--- src/rtl/btn_input_bank.sv ---
// btn_input_bank: N-channel push-button front end.
// Each channel has a 2-flop synchroniser, a counter-based debouncer, and
// press/release strobes. An optional hold-to-auto-repeat FSM drives the
// repeat strobes. Channels are independent, and all outputs are registered
// except any_pressed.
module btn_input_bank #(
  parameter int unsigned N_BTN           = 5,
  parameter int unsigned DEBOUNCE_CYCLES = 1_000_000,
  parameter int unsigned REPEAT_DELAY    = 50_000_000,
  parameter int unsigned REPEAT_PERIOD   = 10_000_000
) (
  input  logic             clk_100MHz,
  input  logic             reset,
  input  logic [N_BTN-1:0] btn_in,
  input  logic [N_BTN-1:0] repeat_en,
  output logic [N_BTN-1:0] btn_level,
  output logic [N_BTN-1:0] press_pulse,
  output logic [N_BTN-1:0] release_pulse,
  output logic [N_BTN-1:0] repeat_pulse,
  output logic             any_pressed
);

  localparam int unsigned DW   = (DEBOUNCE_CYCLES > 1) ? $clog2(DEBOUNCE_CYCLES) : 1;
  localparam int unsigned RMAX = (REPEAT_DELAY > REPEAT_PERIOD) ? REPEAT_DELAY : REPEAT_PERIOD;
  localparam int unsigned RW   = (RMAX > 1) ? $clog2(RMAX) : 1;

  localparam logic [DW-1:0] DCNT_LAST  = DW'(DEBOUNCE_CYCLES - 1);
  localparam logic [RW-1:0] DELAY_LAST = RW'(REPEAT_DELAY - 1);
  localparam logic [RW-1:0] PER_LAST   = RW'(REPEAT_PERIOD - 1);

  typedef enum logic [1:0] {
    ST_IDLE,
    ST_DELAY,
    ST_REPEAT
  } rep_state_t;

  logic [N_BTN-1:0] s1_q, s1_d;
  logic [N_BTN-1:0] s2_q, s2_d;
  logic [N_BTN-1:0] stable_q, stable_d;
  logic [N_BTN-1:0] press_q, press_d;
  logic [N_BTN-1:0] release_q, release_d;
  logic [N_BTN-1:0] rep_q, rep_d;
  logic [DW-1:0]    dcnt_q [N_BTN];
  logic [DW-1:0]    dcnt_d [N_BTN];
  logic [RW-1:0]    rcnt_q [N_BTN];
  logic [RW-1:0]    rcnt_d [N_BTN];
  rep_state_t       state_q [N_BTN];
  rep_state_t       state_d [N_BTN];

  // Next-state logic for the synchroniser, debouncer and repeat FSM of every channel.
  always_comb begin
    s1_d      = btn_in;
    s2_d      = s1_q;
    stable_d  = stable_q;
    press_d   = '0;
    release_d = '0;
    rep_d     = '0;
    for (int unsigned i = 0; i < N_BTN; i++) begin
      dcnt_d[i]  = dcnt_q[i];
      rcnt_d[i]  = rcnt_q[i];
      state_d[i] = state_q[i];

      // A single cycle of agreement with the stable level restarts the count.
      if (s2_q[i] == stable_q[i]) begin
        dcnt_d[i] = '0;
      end else if (dcnt_q[i] == DCNT_LAST) begin
        stable_d[i] = s2_q[i];
        dcnt_d[i]   = '0;
        if (s2_q[i]) press_d[i]   = 1'b1;
        else         release_d[i] = 1'b1;
      end else begin
        dcnt_d[i] = dcnt_q[i] + DW'(1);
      end

      // The FSM reacts to the strobe being generated this edge, so the first repeat
      // lands exactly REPEAT_DELAY edges after the press edge. Release takes priority
      // over a terminal count.
      unique case (state_q[i])
        ST_IDLE: begin
          if (press_d[i] && repeat_en[i]) begin
            state_d[i] = ST_DELAY;
            rcnt_d[i]  = '0;
          end
        end
        ST_DELAY: begin
          if (release_d[i] || !repeat_en[i]) begin
            state_d[i] = ST_IDLE;
          end else if (rcnt_q[i] == DELAY_LAST) begin
            rep_d[i]   = 1'b1;
            state_d[i] = ST_REPEAT;
            rcnt_d[i]  = '0;
          end else begin
            rcnt_d[i] = rcnt_q[i] + RW'(1);
          end
        end
        ST_REPEAT: begin
          if (release_d[i] || !repeat_en[i]) begin
            state_d[i] = ST_IDLE;
          end else if (rcnt_q[i] == PER_LAST) begin
            rep_d[i]  = 1'b1;
            rcnt_d[i] = '0;
          end else begin
            rcnt_d[i] = rcnt_q[i] + RW'(1);
          end
        end
        default: state_d[i] = ST_IDLE;
      endcase
    end
  end

  // State registers with synchronous active-high reset.
  always_ff @(posedge clk_100MHz) begin
    if (reset) begin
      s1_q      <= '0;
      s2_q      <= '0;
      stable_q  <= '0;
      press_q   <= '0;
      release_q <= '0;
      rep_q     <= '0;
      dcnt_q    <= '{default: '0};
      rcnt_q    <= '{default: '0};
      state_q   <= '{default: ST_IDLE};
    end else begin
      s1_q      <= s1_d;
      s2_q      <= s2_d;
      stable_q  <= stable_d;
      press_q   <= press_d;
      release_q <= release_d;
      rep_q     <= rep_d;
      dcnt_q    <= dcnt_d;
      rcnt_q    <= rcnt_d;
      state_q   <= state_d;
    end
  end

  assign btn_level     = stable_q;
  assign press_pulse   = press_q;
  assign release_pulse = release_q;
  assign repeat_pulse  = rep_q;
  assign any_pressed   = |stable_q;

endmodule

--- config.mk ---
export PLATFORM = sky130hd
export DESIGN_NAME = btn_input_bank
export DESIGN_NICKNAME = d
export VERILOG_FILES = /design/src/rtl/btn_input_bank.sv
export SDC_FILE = /design/constraint.sdc
export NUM_CORES = 1
export LEC_CHECK = 0
export ABC_AREA = 1
export CELL_PAD_IN_SITES_DETAIL_PLACEMENT = 1
export CELL_PAD_IN_SITES_GLOBAL_PLACEMENT = 1
export CORE_ASPECT_RATIO = 0.9
export CORE_UTILIZATION = 45
export CTS_CLUSTER_DIAMETER = 30
export DETAILED_ROUTE_END_ITERATION = 8
export DONT_BUFFER_PORTS = 1
export PLACE_DENSITY_LB_ADDON = 0.1
export SYNTH_ARGS = -nofsm -noshare
export SYNTH_HDL_FRONTEND = slang
export SYNTH_SLANG_ARGS = --single-unit
--- constraint.sdc ---
create_clock -name clk_100MHz -period 2.1 [get_ports clk_100MHz]
set_input_delay 0.315 -clock clk_100MHz [delete_from_list [all_inputs] [get_ports clk_100MHz]]
set_output_delay 0.315 -clock clk_100MHz [all_outputs]
set_load 0.01 [all_outputs]
==> reports/qor.tcl, run 1 <==
set qor(synth.yosys.seq_area_share_pct) 32.0
set qor(drv_slew) 0
set qor(boundaryPins) 33
set qor(crit_path_end_kind) {flip-flop}
set qor(synthMostInstantiatedCell) {sky130_fd_sc_hd__nand2_1}
set qor(grt_usage_pct) 30.8
set qor(detailedRoute.firstPassIterationCount) 7
set qor(std_cell_rows) 66
set qor(floorplan.core_area_um2) 36600
set qor(drt-total-wl_um) 62600
set qor(yosys-top-cells-count) {sky130_fd_sc_hd__nand2_1 (722), sky130_fd_sc_hd__nor2_1 (520), sky130_fd_sc_hd__inv_1 (345)}
set qor(final_hold_slack_ns) 0.0558
set qor(fp.dieW_um) 206
set qor(dr_total_vias) 19300
set qor(worstSetupStartpointType) {flip-flop}
set qor(final_hold_viol_count) 0
set qor(vias_per_cell) 5.56
set qor(crit_fanout) 8
set qor(post-synth-top-area-cell) {sky130_fd_sc_hd__dfxtp_1}
set qor(setup_slack_after_placement_ns) -0.163
set qor(first_global_vias) 19700
set qor(cts_made_buffers) 70
set qor(total_power_w) 0.0175
set qor(areaGrowthSynthToFinish_pct) 26.9
set qor(cts.sink_count) 270
set qor(cellLeakagePower_nw) 8.35
set qor(critical_path_class) {reg2reg}
set qor(io_buffer_count) 0
set qor(net_count_after_synthesis) 2813
set qor(cts.htree.levels) 3
set qor(syn_area_per_cell_um2) 6.09
set qor(cp_slowest_stage_delay_ns) 0.46
set qor(synth.lib_cells_used.distinct) 48
set qor(post-route-period-util_pct) 103
set qor(max_cap_violations) 0
set qor(peakVddDrop_uv) 929
set qor(post-synth-top-area-fraction_pct) 32.0
set qor(fin_ws_ns) -0.0683
set qor(dominantRegCellSynth) {sky130_fd_sc_hd__dfxtp_1}
set qor(post-dp-hpwl_um) 40500
set qor(insertion_delay_ns) 0.58
set qor(pwr_density_cell_nw_per_um2) 817
set qor(finalSetupViolations) 2
set qor(critical_path.cell_chain) {nand2_1, inv_1, nand2_1, nor3_1, nand3_1, nand2_1, nand2_2, buf_4, nand3_1, nor2_1, nor2_1, nor2_1}
set qor(yosysWarnings) 0
set qor(synth.area.top_cells) {sky130_fd_sc_hd__dfxtp_1 (32%), sky130_fd_sc_hd__nand2_1 (16%), sky130_fd_sc_hd__nor2_1 (12%), sky130_fd_sc_hd__inv_1 (7.7%), sky130_fd_sc_hd__nand3_1 (6.0%)}
set qor(total_switching_power_w) 0.00436
set qor(ctsLongestPathBuffers) 3
set qor(post_synth_instance_area_um2) 16900
set qor(worstHoldPathType) {in2reg}
set qor(grt_overflow_total) 0
set qor(proportion_of_total_power_due_to_net_switching_pct) 24.9
set qor(cell_internal_pwr_w) 0.0131
set qor(synth_edf_count) 0
set qor(floorplan.die_area_um2) 38300
set qor(required_ns) 2.54
set qor(finalWorstPathRequiredPeriod_ns) 2.17
set qor(route.detailed.drc) 2
set qor(power_frac_clock_pct) 60.3
set qor(grt_start_max_net_pins) 91
set qor(async_flop_share_pct) 0
set qor(status) {finished with violations}
set qor(drt_first_iter_violations) 1097
set qor(max_freq_mhz) 461
set qor(synthCells) 2773
set qor(path_clk_slew_ns) 0.04
set qor(place_congestion) 0.936
set qor(nets) 2983
set qor(synthesized_flop_and_latch_total) 270
set qor(grt_first_pass_wirelength_um) 95700
set qor(drtAntennaViolNets) 0
set qor(cts_tree) {yes}
set qor(power.sequential.fraction_pct) 30.6
set qor(post_route_cells_drive_above_1_share_pct) 14.3
set qor(worst-slew-pin-transition_ns) 0.551
set qor(timing.clock.skew_ns) 0.0139
set qor(floorplan.initialDensity_pct) 46.2
set qor(cts-root-buf) {sky130_fd_sc_hd__clkbuf_16}
set qor(antenna_found_initial) 0
set qor(wl_per_cell_um) 18.0
set qor(die_h_um) 186
set qor(combinationalPowerShare_pct) 9.1
set qor(failed_checks) {DRC, setup timing}
set qor(cp_slowest_cell) {sky130_fd_sc_hd__dfxtp_1}
set qor(timing.slew.headroom_pct) 62.9
set qor(diodes) 0
set qor(cp.arrival_ns) 2.61
==> state kept, by name (all words and copies together) (netlist names) <==
register	flops
btn_level	5
repeat_pulse	5
dcnt_q	100
release_pulse	5
rcnt_q	130
s2_q	5
press_pulse	5
s1_q	5
state_q	10
==> metrics by stage <==
stage	util, %	TNS [ns]	area (um2)	std cells
finish	58.6	-0.116	21400	3468
global route	58.6	-2.01	21400	3468
CTS	56.6	0	20700	3440
detailed placement	49.7	-2.53	18200	3306
global placement	49.7	0	18200	3306
floorplan	-	0	16900	2773
==> critical path, delay by kind of cell, from the launching register on <==
kind / cells / cell delay, ns
flops: 1 / 0.46
simple gates: 10 / 1.27
buf+inv: 2 / 0.32
==> area by class of cell <==
class	instances	area [um2]
clock buffer	103	2130
clock inverter	18	208
fill	4905	15200
inverter	355	1340
multi-input combinational	2079	10200
sequential	270	5420
tap	476	596
timing repair buffer	167	1520
==> what timing repair did <==
item                                   4_1_cts  5_1_grt
gates resized for setup                     15      116
hold buffers                                 7        0
endpoints found under the hold margin       91        0
setup buffers                                4       18
gates cloned                                 2       10
setup endpoints to repair                   81      136
pin swaps                                    3       28
==> cells in the final DEF, fill, tap and decap left out, drive strengths merged, types with 11 or more instances in the layout <==
cell    instances
a21oi         135
buf           155
clkbuf        109
clkinv         11
dfxtp         270
ha             28
inv           354
nand2         739
nand3         205
nand3b         18
nand4          89
nor2          537
nor3           94
nor3b          12
nor4           19
o21ai          73
or2            19
xnor2          14
xor2           55
==> power groups by stage <==
stage / sequential (W) / combinational (W) / clock [W]
after floorplan: 0.00540 / 0.00103 / 0
after global placement: 0.00542 / 0.00132 / 0
after detailed placement: 0.00544 / 0.00139 / 0
after CTS: 0.00535 / 0.00149 / 0.0107
after global routing: 0.00536 / 0.00174 / 0.0109
final: 0.00536 / 0.00159 / 0.0106
==> routing by layer <==
| metal | routed length, um | share of wire [%] | track usage (%) |
|---|---|---|---|
| met2 | 30500 | 49 | 54.0 |
| met1 | 26800 | 43 | 36.7 |
| met5 | 0 | 0 | 0 |
| met4 | 2260 | 3.6 | 12.9 |
| met3 | 2990 | 4.8 | 5.67 |
==> kinds of logic (layout without fill, tap and decap cells) <==
kind of cell | Yosys count | count (layout) | share of synthesized area (%)
buf+inv | 429 | 643 | 10.1
compound gates | 246 | 246 | 8.00
flops | 270 | 270 | 32.0
xor+xnor | 69 | 69 | 3.58
simple gates | 1731 | 1736 | 44.3
fa+ha+maj | 28 | 28 | 2.07
==> worst paths after layout <==
| kind | endpoint | start | slack [ns] | cells after the start |
|---|---|---|---|---|
| worst min register to register | s2_q[4] | s1_q[4] | 0.40 | 2 |
| worst max-delay path | rcnt_q[123] | rcnt_q[123] | -0.07 | 12 |
| worst max register to register | rcnt_q[123] | rcnt_q[123] | -0.07 | 12 |
| worst min-delay path | state_q[3] | repeat_en[3] | 0.06 | 4 |
Note: power is estimated with default switching activity, not from simulation.
==> run 2: changes to the inputs <==
--- a/config.mk
+++ b/config.mk
@@ -9,7 +9,7 @@
 export CELL_PAD_IN_SITES_DETAIL_PLACEMENT = 1
 export CELL_PAD_IN_SITES_GLOBAL_PLACEMENT = 1
 export CORE_ASPECT_RATIO = 0.9
-export CORE_UTILIZATION = 45
+export CORE_UTILIZATION = 43
 export CTS_CLUSTER_DIAMETER = 30
 export DETAILED_ROUTE_END_ITERATION = 8
 export DONT_BUFFER_PORTS = 1
==> run 2 against run 1 <==
  * Clock power is 6% higher
  * Critical path type unchanged
  * Cell area is 1.9% higher
  * The run ends with hold timing, setup timing left
  * Critical path depth stayed put
  * Fmax is 2.2% higher
  * Routed wire length is 1.1% lower
  * Largest cell class unchanged
  * First-iteration DRC count is 4.6% lower
==> reports/qor.tcl, run 2 (synthesized netlist as in run 1, its figures left out) <==
set qor(cts_tree) {yes}
set qor(drt_first_iter_violations) 1047 ;# -4.6%
set qor(cellLeakagePower_nw) 8.55 ;# +2.4%
set qor(floorplan.die_area_um2) 40100 ;# +4.6%
set qor(place_congestion) 0.946 ;# +1.0%
set qor(cts-root-buf) {sky130_fd_sc_hd__clkbuf_16}
set qor(finalWorstPathRequiredPeriod_ns) 2.12 ;# -0.0473 ns
set qor(floorplan.core_area_um2) 38500 ;# +5.4%
set qor(cts_made_buffers) 72 ;# +2.9%
set qor(cp_slowest_stage_delay_ns) 0.35 ;# -0.11 ns
set qor(boundaryPins) 33 ;# unchanged
set qor(fp.dieW_um) 211 ;# +2.3%
set qor(io_buffer_count) 0 ;# unchanged
set qor(drt-total-wl_um) 61800 ;# -1.1%
set qor(areaGrowthSynthToFinish_pct) 29.3
set qor(cts.htree.levels) 3 ;# unchanged
set qor(detailedRoute.firstPassIterationCount) 6 ;# -1
set qor(max_cap_violations) 0 ;# unchanged
set qor(critical-path-top-cell-by-count) {sky130_fd_sc_hd__nand2_1}
set qor(first_global_vias) 20000 ;# +1.4%
set qor(path_clk_slew_ns) 0.05 ;# about the same
set qor(max_freq_mhz) 471 ;# +2.2%
set qor(pwr_density_cell_nw_per_um2) 828 ;# +1.4%
set qor(failed_checks) {hold timing, setup timing}
set qor(cp_slowest_cell) {sky130_fd_sc_hd__dfxtp_1}
set qor(fin_ws_ns) -0.0210 ;# +0.0473 ns
set qor(worstHoldPathType) {in2reg}
set qor(worstSetupStartpointType) {flip-flop}
set qor(critical_path_class) {reg2reg}
set qor(post-dp-hpwl_um) 40800 ;# +0.84%
set qor(required_ns) 2.62 ;# +0.08 ns
set qor(diodes) 0 ;# unchanged
set qor(peakVddDrop_uv) 700 ;# -25%
set qor(dr_total_vias) 19200 ;# -0.23%
set qor(final_hold_viol_count) 72 ;# +72
set qor(critical_path.top_delay_family) {simple AND/OR/NAND/NOR gates}
set qor(post-route-period-util_pct) 101 ;# -2.3 points
set qor(antenna_found_initial) 0 ;# unchanged
set qor(finalSetupViolations) 4 ;# +2
set qor(ff2ff_path_depth) 12 ;# unchanged
set qor(ctsLongestPathBuffers) 3 ;# unchanged
set qor(nets) 3013 ;# +1.0%
set qor(worst-slew-pin-transition_ns) 0.597 ;# +0.0464 ns
set qor(grt_overflow_total) 0 ;# unchanged
set qor(flip_flop_count_of_the_largest_register_all_copies_and_words_added) 130 ;# unchanged
set qor(layout.cells.most_common) {sky130_fd_sc_hd__nand2_1}
set qor(critical_path.cell_chain) {inv_1, nand2_1, nor2_1, nand2_1, nor2_2, nand4_1, nand2_2, nand2_4, nor2_4, buf_6, nand2_1, a21oi_2}
set qor(final_hold_slack_ns) -0.204 ;# -0.260 ns
set qor(rsz0062_at_grt) {yes}
set qor(crit_path_end_kind) {flip-flop}
set qor(post_place_cell_area_um2) 18400 ;# +1.1%
set qor(vias_per_cell) 5.41 ;# -2.7%
set qor(area_taken_by_flip_flops_and_latches_um2) 5430 ;# +0.18%
set qor(grt_start_max_net_pins) 93 ;# +2.2%
set qor(final_cell_mix) {sky130_fd_sc_hd__nand2_1 (700), sky130_fd_sc_hd__nor2_1 (491), sky130_fd_sc_hd__inv_1 (339)}
set qor(worst-path-stages) 12 ;# unchanged
set qor(fillerInstances) 5187 ;# +5.7%
set qor(crit_buf_inv) 2 ;# unchanged
set qor(route.detailed.drc) 0 ;# -2
set qor(layout.cell_area.non_filler_um2) 21800 ;# +1.9%
set qor(cts.sink_count) 270 ;# unchanged
set qor(die_h_um) 190 ;# +2.3%
set qor(post_route_cells_drive_above_1_share_pct) 15.3 ;# +1.1 points
set qor(std_cell_rows) 68 ;# +3.0%
set qor(drv_slew) 0 ;# unchanged
set qor(drtAntennaViolNets) 0 ;# unchanged
set qor(timing.clock.skew_ns) 0.0277 ;# +0.0139 ns
set qor(multiInputGateArea_um2) 10200 ;# about the same
set qor(cts-hold-fix-buffers) 21 ;# +14
set qor(reg2reg_setup_slack_ns) -0.02 ;# +0.05 ns
set qor(grt_first_pass_wirelength_um) 98700 ;# +3.1%
set qor(timing.slew.headroom_pct) 59.8 ;# -3.1 points
set qor(largest_registers) {rcnt_q (130), dcnt_q (100), state_q (10)}
set qor(wl_per_cell_um) 17.4 ;# -3.6%
set qor(insertion_delay_ns) 0.60 ;# +0.02 ns
set qor(hold-path-cell-count) 1 ;# -3
set qor(grt_usage_pct) 30.0 ;# -0.77 points
set qor(total_power_w) 0.0181 ;# +3.3%
set qor(status) {finished with violations}
set qor(cp.arrival_ns) 2.64 ;# +0.03 ns
set qor(crit_fanout) 11 ;# +3
set qor(max_flop_register) {rcnt_q}
set qor(floorplan.initialDensity_pct) 43.8 ;# -2.3 points
[run 2: changes by cell type in the layout (fill, tap and decap cells not counted), moves of 5 or more]
cell and delta:
sky130_fd_sc_hd__buf_4 +17, sky130_fd_sc_hd__dlygate4sd3_1 +14, sky130_fd_sc_hd__clkbuf_8 -9, sky130_fd_sc_hd__inv_6 +7
sky130_fd_sc_hd__o21ai_1 -6, sky130_fd_sc_hd__nor2_2 +5
[run 2: final cells by class]
class,count,share of cell area (%)
Inverter,355,6.13
Multi-Input combinational cell,2078,46.8
Clock buffer,90,9.11
Clock inverter,41,2.22
Timing Repair Buffer,196,7.89
Tap cell,525,3.01
Sequential cell,270,24.8
[run 2: what timing repair did]
action | 4_1_cts | 5_1_grt
gates resized for setup | 18 | 118
setup endpoints to repair | 91 | 156
hold endpoints to repair | 92 | 72
cloned | 3 | 6
buffers inserted | 7 | 15
pin swaps | 8 | 39
[run 2: routing by layer]
metal | wire, um | vias up | part of all wire, % | track usage, %
met3 | 2780 | 137 | 4.5 | 5.46
met1 | 26700 | 9339 | 43 | 36.5
met5 | 0 | - | 0 | 0
met2 | 30500 | 435 | 49 | 52.5
met4 | 1790 | 0 | 2.9 | 11.3
li1 | - | 9309 | - | -
[run 2: worst paths after layout]
| path | start | end |
|---|---|---|
| max | dcnt_q[50] | rcnt_q[68] |
| min | reset | release_pulse[1] |
| max reg2reg | dcnt_q[50] | rcnt_q[68] |
| min reg2reg | dcnt_q[40] | dcnt_q[40] |
[run 2: per-stage QoR]
step           worst slack (ns)  utilization, %  hold WS [ns]  instances  TNS (ns)
3_3_place_gp             -0.165            47.7         0.390       3373     -1.82
2_1_floorplan             0.231               -         0.388       2773         0
5_1_grt                  -0.133            56.7        -0.221       3555     -2.32
3_5_place_dp             -0.269            47.7         0.398       3373     -3.82
4_1_cts               0.0000331            55.0        -0.224       3535         0
6_report                -0.0210            56.7        -0.204       3555   -0.0570
[run 2: power breakdown]
part	switching [W]	internal (W)
sequential	0.000113	0.00524
clock	0.00358	0.00760
combinational	0.00104	0.000521
total	0.00473	0.0134
